===== src/rtl/instr_pkg.sv =====
// Shared opcode, condition-code and fetch FSM definitions for fetch and decode.
// INSTR_FETCH_SKID_EN selects a two-entry output FIFO instead of a single register.
package instr_pkg;

   localparam logic [3:0] OP_LOAD = 4'h0;
   localparam logic [3:0] OP_AND  = 4'h1;
   localparam logic [3:0] OP_ADD  = 4'h4;
   localparam logic [3:0] OP_SUB  = 4'h6;
   localparam logic [3:0] OP_JUMP = 4'h8;
   localparam logic [3:0] OP_JCC  = 4'h9;
   localparam logic [3:0] OP_IN   = 4'hA;
   localparam logic [3:0] OP_OUT  = 4'hE;

   localparam logic [1:0] CC_Z  = 2'b00;
   localparam logic [1:0] CC_NZ = 2'b01;
   localparam logic [1:0] CC_C  = 2'b10;
   localparam logic [1:0] CC_NC = 2'b11;

`ifdef INSTR_FETCH_SKID_EN
   localparam int OB_DEPTH = 2;
`else
   localparam int OB_DEPTH = 1;
`endif

   typedef enum logic [2:0] {
      ST_IDLE      = 3'd0,
      ST_FETCH_OP  = 3'd1,
      ST_FETCH_ARG = 3'd2,
      ST_ISSUE     = 3'd3,
      ST_WAIT_BR   = 3'd4
   } fetch_state_e;

   typedef struct packed {
      logic [7:0] opcode;
      logic [7:0] operand;
      logic       illegal;
   } instr_t;

   function automatic logic is_two_byte(input logic [7:0] op);
      unique case (op[7:4])
         OP_LOAD, OP_AND, OP_ADD, OP_SUB, OP_JUMP, OP_JCC: return 1'b1;
         default: return 1'b0;
      endcase
   endfunction

   function automatic logic is_legal(input logic [7:0] op);
      return is_two_byte(op) || op[7:4] == OP_IN || op[7:4] == OP_OUT;
   endfunction

   function automatic logic is_ctrl(input logic [7:0] op);
      return op[7:4] == OP_JUMP || op[7:4] == OP_JCC;
   endfunction

endpackage


===== src/rtl/instr_out_buf.sv =====
// Valid/ready output buffer of depth 1 or 2 holding issued instructions.
module instr_out_buf
   import instr_pkg::*;
#(
   parameter int DEPTH = 1
) (
   input  logic       clk,
   input  logic       rst_n,
   input  logic       i_push,
   input  instr_t     i_data,
   input  logic       i_ready,
   output logic       o_valid,
   output logic       o_full,
   output logic [1:0] o_count,
   output instr_t     o_data
);

   localparam logic [1:0] LP_DEPTH = 2'(DEPTH);

   instr_t     r_mem [2];
   logic       r_rd;
   logic       r_wr;
   logic [1:0] r_cnt;
   logic       w_pop;

   assign w_pop   = (r_cnt != 2'd0) && i_ready;
   assign o_valid = (r_cnt != 2'd0);
   assign o_full  = (r_cnt == LP_DEPTH);
   assign o_count = r_cnt;
   assign o_data  = r_mem[r_rd];

   always_ff @(posedge clk or negedge rst_n) begin
      if (!rst_n) begin
         r_mem[0] <= '0;
         r_mem[1] <= '0;
         r_rd     <= 1'b0;
         r_wr     <= 1'b0;
         r_cnt    <= 2'd0;
      end else begin
         if (i_push) begin
            r_mem[r_wr] <= i_data;
            if (DEPTH > 1) r_wr <= ~r_wr;
         end
         if (w_pop && DEPTH > 1) r_rd <= ~r_rd;
         r_cnt <= r_cnt + 2'(i_push) - 2'(w_pop);
      end
   end

endmodule


===== src/rtl/instr_fetch_unit.sv =====
// Instruction fetch: owns the PC, reads opcode/operand bytes, issues to decode.
module instr_fetch_unit
   import instr_pkg::*;
#(
   parameter logic [7:0] RESET_PC = 8'h00
) (
   input  logic       clk,
   input  logic       rst_n,
   input  logic       run,
   output logic       mem_req,
   output logic [7:0] mem_addr,
   input  logic       mem_ack,
   input  logic [7:0] mem_rdata,
   output logic       out_valid,
   input  logic       out_ready,
   output logic [7:0] out_opcode,
   output logic [7:0] out_operand,
   output logic       out_illegal,
   input  logic       br_resolve,
   input  logic       br_taken
);

   fetch_state_e r_state, w_next;
   logic [7:0]   r_pc, r_op, r_arg;
   logic         r_req;
   logic         w_ack, w_push, w_pop, w_full, w_ld_tgt;
   logic [1:0]   w_cnt;
   fetch_state_e w_cont;
   instr_t       w_data, w_head;

   // an ack only counts while a request is actually outstanding
   assign w_ack    = r_req & mem_ack;
   assign w_pop    = out_valid & out_ready;
   assign w_cont   = run ? ST_FETCH_OP : ST_IDLE;
   assign mem_req  = r_req;
   assign mem_addr = r_pc;

   always_ff @(posedge clk or negedge rst_n) begin
      if (!rst_n) r_state <= ST_IDLE;
      else        r_state <= w_next;
   end

   always_comb begin
      w_next   = r_state;
      w_push   = 1'b0;
      w_data   = '0;
      w_ld_tgt = 1'b0;
      unique case (r_state)
         ST_IDLE: if (run) w_next = ST_FETCH_OP;
         ST_FETCH_OP: if (w_ack) begin
            if (is_two_byte(mem_rdata)) begin
               w_next = ST_FETCH_ARG;
            end else begin
               w_push = 1'b1;
               w_data = {mem_rdata, 8'h00, ~is_legal(mem_rdata)};
               w_next = ST_ISSUE;
            end
         end
         ST_FETCH_ARG: if (w_ack) begin
            w_push = 1'b1;
            w_data = {r_op, mem_rdata, 1'b0};
            w_next = ST_ISSUE;
         end
         ST_ISSUE: begin
            if (is_ctrl(r_op)) begin
               if (w_pop && w_cnt == 2'd1) begin
                  if (r_op[7:4] == OP_JCC) begin
                     w_next = ST_WAIT_BR;
                  end else begin
                     w_ld_tgt = 1'b1;
                     w_next   = w_cont;
                  end
               end
            end else if (w_pop || !w_full) begin
               w_next = w_cont;
            end
         end
         ST_WAIT_BR: if (br_resolve) begin
            w_ld_tgt = br_taken;
            w_next   = w_cont;
         end
         default: w_next = ST_IDLE;
      endcase
   end

   always_ff @(posedge clk or negedge rst_n) begin
      if (!rst_n) begin
         r_pc  <= RESET_PC;
         r_req <= 1'b0;
         r_op  <= 8'h00;
         r_arg <= 8'h00;
      end else begin
         if (r_state == ST_FETCH_OP || r_state == ST_FETCH_ARG)
            r_req <= ~w_ack;
         else
            r_req <= 1'b0;
         if (w_ack) r_pc <= r_pc + 8'd1;
         else if (w_ld_tgt) r_pc <= r_arg;
         if (w_ack && r_state == ST_FETCH_OP)  r_op  <= mem_rdata;
         if (w_ack && r_state == ST_FETCH_ARG) r_arg <= mem_rdata;
      end
   end

   instr_out_buf #(.DEPTH(OB_DEPTH)) u_obuf (
      .clk     (clk),
      .rst_n   (rst_n),
      .i_push  (w_push),
      .i_data  (w_data),
      .i_ready (out_ready),
      .o_valid (out_valid),
      .o_full  (w_full),
      .o_count (w_cnt),
      .o_data  (w_head)
   );

   assign out_opcode  = w_head.opcode;
   assign out_operand = w_head.operand;
   assign out_illegal = w_head.illegal;

endmodule


===== config.mk =====
export PLATFORM = sky130hd
export DESIGN_NAME = instr_fetch_unit
export DESIGN_NICKNAME = d
export VERILOG_FILES = /design/src/rtl/instr_pkg.sv /design/src/rtl/instr_out_buf.sv /design/src/rtl/instr_fetch_unit.sv
export SDC_FILE = /design/constraint.sdc
export NUM_CORES = 1
export LEC_CHECK = 0
export CAP_MARGIN = 15
export CORE_ASPECT_RATIO = 0.6
export CORE_MARGIN = 4
export CORE_UTILIZATION = 25
export DETAILED_ROUTE_END_ITERATION = 7
export GPL_ROUTABILITY_DRIVEN = 1
export GPL_TIMING_DRIVEN = 0
export PLACE_DENSITY_LB_ADDON = 0.25
export SYNTH_ARGS = -nofsm -noshare
export SYNTH_HDL_FRONTEND = slang
export SYNTH_SLANG_ARGS = --single-unit
export TNS_END_PERCENT = 5

===== constraint.sdc =====
create_clock -name clk -period 1.94 [get_ports clk]
set_input_delay 0.291 -clock clk [delete_from_list [all_inputs] [get_ports clk]]
set_output_delay 0.291 -clock clk [all_outputs]
set_load 0.005 [all_outputs]

* Yosys cells after proc, flatten, opt, wreduce, memory -nomap -nowiden
Cells that the tools add are included.
** Word-level totals
- Input port bits :: 15
- Register bits after elaboration :: 64
- Output and inout bits :: 27
- Logic and storage cells :: 100
** Operators by class
- Equality and inequality tests :: 20
- Reduce and logical (&&, ||, !) cells :: 17
- Magnitude comparators :: 3
- Bitwise logic cells :: 6
- $add $sub $neg :: 3
- Multiplexer cells :: 39
** Operator list (number)
- $mux 17 :: 7
- $bwmux 34 :: 1
- $pmux 17 s2 :: 1
- $eq 4x4->1 const B :: 6
- $mux 3 :: 8
- $demux 17 s1 :: 1
- $mux 1 :: 16
- $mux 8 :: 2
- $pmux 3 s5 :: 1
- $add 8x1->8 const B :: 1
- $eq 4x3->1 const B :: 2
- $ne 2x2->1 const B :: 4
- $eq 3x2->1 const B :: 2
- $ne 3x3->1 const B :: 2
- $reduce_and 6->1 :: 1
- $reduce_or 6->1 :: 1
- $logic_and 1x1->1 :: 5
- $logic_or 1x1->1 :: 5
- $eq 4x1->1 const B :: 1
- $ge 2x2->1 const B :: 2
- $logic_not 4->1 :: 1
- $not 1->2 :: 2
- $pmux 1 s2 :: 2
- $reduce_bool 2->1 :: 2
- other kinds (10) :: 12

* Logic depth before layout (Yosys ltp)
- Word-level depth :: 15
- Mapped depth :: 9
- Depth with buffers taken out :: 8

* Cells and area by module
A second synthesis with hierarchy kept.
** Unflattened totals
- Cell total of the unflattened synthesis :: 202
- Area, all modules :: 1855.5 µm²
** Modules (own cells, without submodules)
- instr_fetch_unit :: cells an instance 174, area an instance 1595.3 µm², times used 1, seq. area each 700.7 µm²
- instr_out_buf :: cells an instance 28, area an instance 260.2 µm², times used 1, seq. area each 50.0 µm²

* Worst setup path before layout
OpenSTA, ideal clock, no wires.
- Path type :: flip-flop to flip-flop
- From :: register r_req, in the netlist mem_req
- To :: register u_obuf.r_cnt[1], in the netlist u_obuf.o_count[1]
- Period minus slack after synthesis :: 2044 ps
- Cell stages (with the launch flop) :: 10
- Path buffers :: 2
- Path slack :: -104 ps
- Data arrival time :: 1921 ps
- Required time :: 1817 ps
- Setup time :: 123 ps
- Cell sequence :: dfrtp_1 > and2_1 > clkbuf_1 > clkbuf_1 > o211ai_1 > ha_1 > inv_1 > ha_1 > xnor2_1 > xnor2_1
** Between the ends
- Longest elaborated chain between the ends :: 5
- Elaborated cells on any way between the ends :: 6
- Classes of those cells :: add/sub (2); mux (3); bitwise (1)
** Ends and longest elaborated chain
- from (decl) :: RTL line instr_fetch_unit.sv:25 : logic r_req;
- from (signal assigned) :: RTL line instr_fetch_unit.sv:94 : r_req <= ~w_ack;
- $and 1x1->1 * :: RTL line instr_fetch_unit.sv:32 : assign w_ack = r_req & mem_ack;
- $mux 1 (on tied branches) :: RTL line instr_fetch_unit.sv:59, instr_fetch_unit.sv:50
- $pmux 1 s2 * :: RTL line instr_fetch_unit.sv:48 : unique case (r_state)
- $add 2x1->2 * :: RTL line instr_out_buf.sv:45 : r_cnt <= r_cnt + 2'(i_push) - 2'(w_pop);
- $sub 2x1->2 * :: RTL line instr_out_buf.sv:45
- to (signal assigned) :: RTL line instr_out_buf.sv:45
- to (decl) :: RTL line instr_out_buf.sv:23 : logic [1:0] r_cnt;
Every way passes the cells marked *; elsewhere a longest branch is shown, timed or not.
A chain may end at the register's enable or synchronous reset.

* Final worst setup path
- From :: register r_op[5]
- To :: register r_pc[6], in the netlist mem_addr[6]
** Between the ends
- Longest elaborated chain between the ends :: 6
- Elaborated cells on any way between the ends :: 8
- Classes of those cells :: eq/ne (2); mux (4); reduce/logical (2)
** Ends and longest elaborated chain
- from (decl) :: RTL line instr_fetch_unit.sv:24 : logic [7:0] r_pc, r_op, r_arg;
- from (signal assigned) :: RTL line instr_fetch_unit.sv:99 : if (w_ack && r_state == ST_FETCH_OP) r_op <= mem_rdata;
- $eq 4x4->1 :: RTL line instr_pkg.sv:51, instr_fetch_unit.sv:67
- $mux 1 :: RTL line instr_fetch_unit.sv:67 : if (r_op[7:4] == OP_JCC) begin
- $mux 1 :: RTL line instr_fetch_unit.sv:66 : if (w_pop && w_cnt == 2'd1) begin
- $mux 1 * :: RTL line instr_fetch_unit.sv:65 : if (is_ctrl(r_op)) begin
- $pmux 1 s2 * :: RTL line instr_fetch_unit.sv:48
- $reduce_bool 2->1 (no line) *
- to (signal assigned) :: RTL line instr_fetch_unit.sv:97 : if (w_ack) r_pc <= r_pc + 8'd1;
- to (signal assigned) :: RTL line instr_fetch_unit.sv:98 : else if (w_ld_tgt) r_pc <= r_arg;
- to (decl) :: RTL line instr_fetch_unit.sv:24
Marks and branches as above.

==> impl_metrics.yaml <==
finish:
  design_area_sq_um: 2126
  final_cells: 280
  final_common_cell: "dfrtp_1"
  num_antenna_cells: 0
  layout_common_cells: "dfrtp_1 (25), clkdlybuf4s50_1 (22), buf_4 (21)"
  fin_nets: 219
  drive_above_1_share_pct: 26.50
  area_delta_synth_final_pct: 37.35
place:
  gp_congestion: 0.8289
  io_buffer_count: 24
  dpl_cell_area_sq_um: 1978
  post-dp-hpwl_um: 2902
  pre_cts_slack_ns: -0.5209
  dp_cells: 274
min_path:
  hold_class: "in -> async"
synthesis:
  yosys.area.top_type_share_pct: 42.04
  synth_seq_cells: 26
  synth.avg_cell_area_sq_um: 10.12
  yosys_warnings: 2
  async_flop_share_pct: 100.0
  synth_edf_count: 0
  ys_types: 46
  yosysTopAreaCell: "dfrtp_1"
  netlist_top_cells_area: "dfrtp_1 (42%), buf_4 (8.2%), mux2_2 (8.0%), a21oi_1 (2.6%), ha_1 (2.4%)"
  seq_area_frac_synth_pct: 42.04
  syn_inst: 153
  synth_area_sq_um: 1548
  synth_ff_type: "dfrtp_1"
setup_path:
  crit_buf_inv: 0
  r2r_setup_slack_ns: 0.008
  critPathTopFamily: "simple AND/OR/NAND/NOR gates"
  worstSetupEndpointType: "flip-flop"
  endpoint: "mem_addr[6]$_DFFE_PN0P_"
  rr_startpoint: "r_op[5]$_DFFE_PN0P_"
  cpPeakStageDelay_ns: 0.58
  path_depth: 4
  crit_type: "reg -> reg"
  worstReg2RegEnd: "mem_addr[6]$_DFFE_PN0P_"
  startpoint_type: "flip-flop"
  rr_worst_depth: 4
  crit_chain: "or3b_4 > or4_4 > nand2_1 > o2bb2a_1"
  required_ns: 2.10
  crit_start: "r_op[5]$_DFFE_PN0P_"
  cp_slowest_cell: "or4_4"
  cp_max_fo: 10
  cp.arrival_ns: 2.09
drt:
  drc_errors: 0
  ant_nets: 0
  drt-pass1-iter-count: 4
  wire_per_inst_um: 13.99
  vias: 1221
  avgViaCountPerCell: 4.361
  dr.first_iter.drc_count: 44
  drt_wl_total_um: 3917
die:
  start_util_pct: 26.77
  die_h_um: 68.95
  core_area_sq_um: 5781
  dieArea_sq_um: 7555
  placementRows: 21
  die_width_um: 109.6
  ioPinCount: 42
power_and_ir_drop:
  leakagePower_nw: 0.9370
  power_mw: 2.938
  p_per_area_nw_per_um2: 1382
  irDropWorstVdd_mv: 0.3935
grt:
  track_usage_pct: 10.81
  overflow: 0
  grt_pass1_wl_um: 6141
  grt_max_degree: 18
  grt_pass1_vias: 1127
  antenna_found_initial: 0
sta:
  clock_skew_ns: 0.003282
  finalSetupTns_ns: 0
  hold_violations: 0
  finalSetupViolCount: 0
  finalCriticalPeriod_ns: 1.932
  rsz0062_at_grt: "true"
  fmax_ghz: 0.5175
  worstMarginPinSlew_ns: 0.7651
  period_share_pct: 99.61
  final-max-slew-violation-count: 0
  slew_headroom_pct: 48.60
  layout_setup_ws_ns: 0.007611
clock_network:
  cts_tree: "done"
  clkSlewWorstSetupHoldPaths_ns: 0.10
  cts_max_path_buffers: 2
  htreeDepth: 1
  insertion_delay_ns: 0.27
  ctsRootBufferMaster: "clkbuf_8"
  cts_inserted_buffers: 3
  cts_sinks: 26
run_status:
  status: "complete, no violations"
run:
  max-cap-violations: 0
logic make-up (layout without fill, tap and decap cells):
logic type               count (synthesis)  count (layout)  synth area share (%)
adder cells (fa/ha/maj)                  3               3                 2.425
buffers and inverters                   27              58                 11.24
AO/OA/AOI/OAI                           37              37                 17.71
XOR/XNOR                                 3               3                 1.698
multiplexers                            12              12                 8.650
AND/OR/NAND/NOR                         44              44                 16.01
flip-flops                              26              26                 42.04
other                                    1              17                0.2423
routing by layer:
metal	vias to the layer above	wire length, um	global-route usage [%]
li1	613	-	-
met4	0	34	3.110
met2	29	1566	13.53
met5	-	0	0
met3	2	223	3.442
met1	577	2092	16.90
flip-flops by register name (all words and copies together) (netlist names):
signal,cells
mem_addr,8
r_state,3
u_obuf.o_count,2
mem_req,1
r_arg,8
r_op,4
layout make-up:
type	instances	area, sq um
tap	80	100.1
clock inverter	1	30.03
inverter	3	11.26
clock buffer	3	41.29
fill	597	3655
sequential	26	651.9
buffer	22	182.7
multi-input combinational	116	813.3
timing repair buffer	29	295.3
repair_timing:
action | CTS | global route
setup endpoints to repair | 8 | 19
pin swaps | 5 | 3
hold buffers | 0 | 0
setup buffers | 4 | 0
resized for setup | 11 | 5
synthesized netlist by cell type, types with 2 or more instances:
| cell | number |
|---|---|
| nor2_1 | 8 |
| clkbuf_1 | 5 |
| nand3b_1 | 2 |
| and3_1 | 3 |
| nand4_1 | 2 |
| buf_4 | 17 |
| xnor2_1 | 3 |
| nand2b_1 | 2 |
| dfrtp_1 | 26 |
| and2_1 | 2 |
| nor2b_1 | 3 |
| o22a_1 | 3 |
| ha_1 | 3 |
| a21oi_1 | 8 |
| nand3_1 | 4 |
| a31oi_1 | 4 |
| nor3_1 | 3 |
| o21ai_0 | 4 |
| inv_1 | 3 |
| o22ai_1 | 2 |
| mux2_2 | 11 |
| nand2_1 | 8 |
| o211ai_1 | 4 |
per-stage QoR:
step | hold slack, ns | utilization (%)
after global placement | 0.4965 | 33.74
after detailed placement | 0.5016 | 34.22
after CTS | 0.3929 | 36.60
final | 0.3696 | 36.77
after floorplan | -0.004591 | -
after global routing | 0.4070 | 36.77
worst min path at each step:
stage,cells after the start,slack [ns],endpoint
final,1,0.37,r_state[2]$_DFFE_PN0P_
after global routing,1,0.41,mem_addr[1]$_DFFE_PN0P_
after global placement,1,0.50,r_arg[1]$_DFFE_PN0N_
after CTS,1,0.39,r_state[2]$_DFFE_PN0P_
after detailed placement,1,0.50,r_arg[1]$_DFFE_PN0N_
after floorplan,0,-0.005,mem_addr[0]$_DFFE_PN0P_
where the power goes:
part | leakage [nW] | internal, mW | switching (mW) | total (mW)
registers | 0.313 | 0.813 | 0.254 | 1.07
clock network | 0.0357 | 0.276 | 0.181 | 0.457
logic | 0.589 | 0.820 | 0.595 | 1.42
total | 0.937 | 1.91 | 1.03 | 2.94
Note: power is estimated with default switching activity, not from simulation.
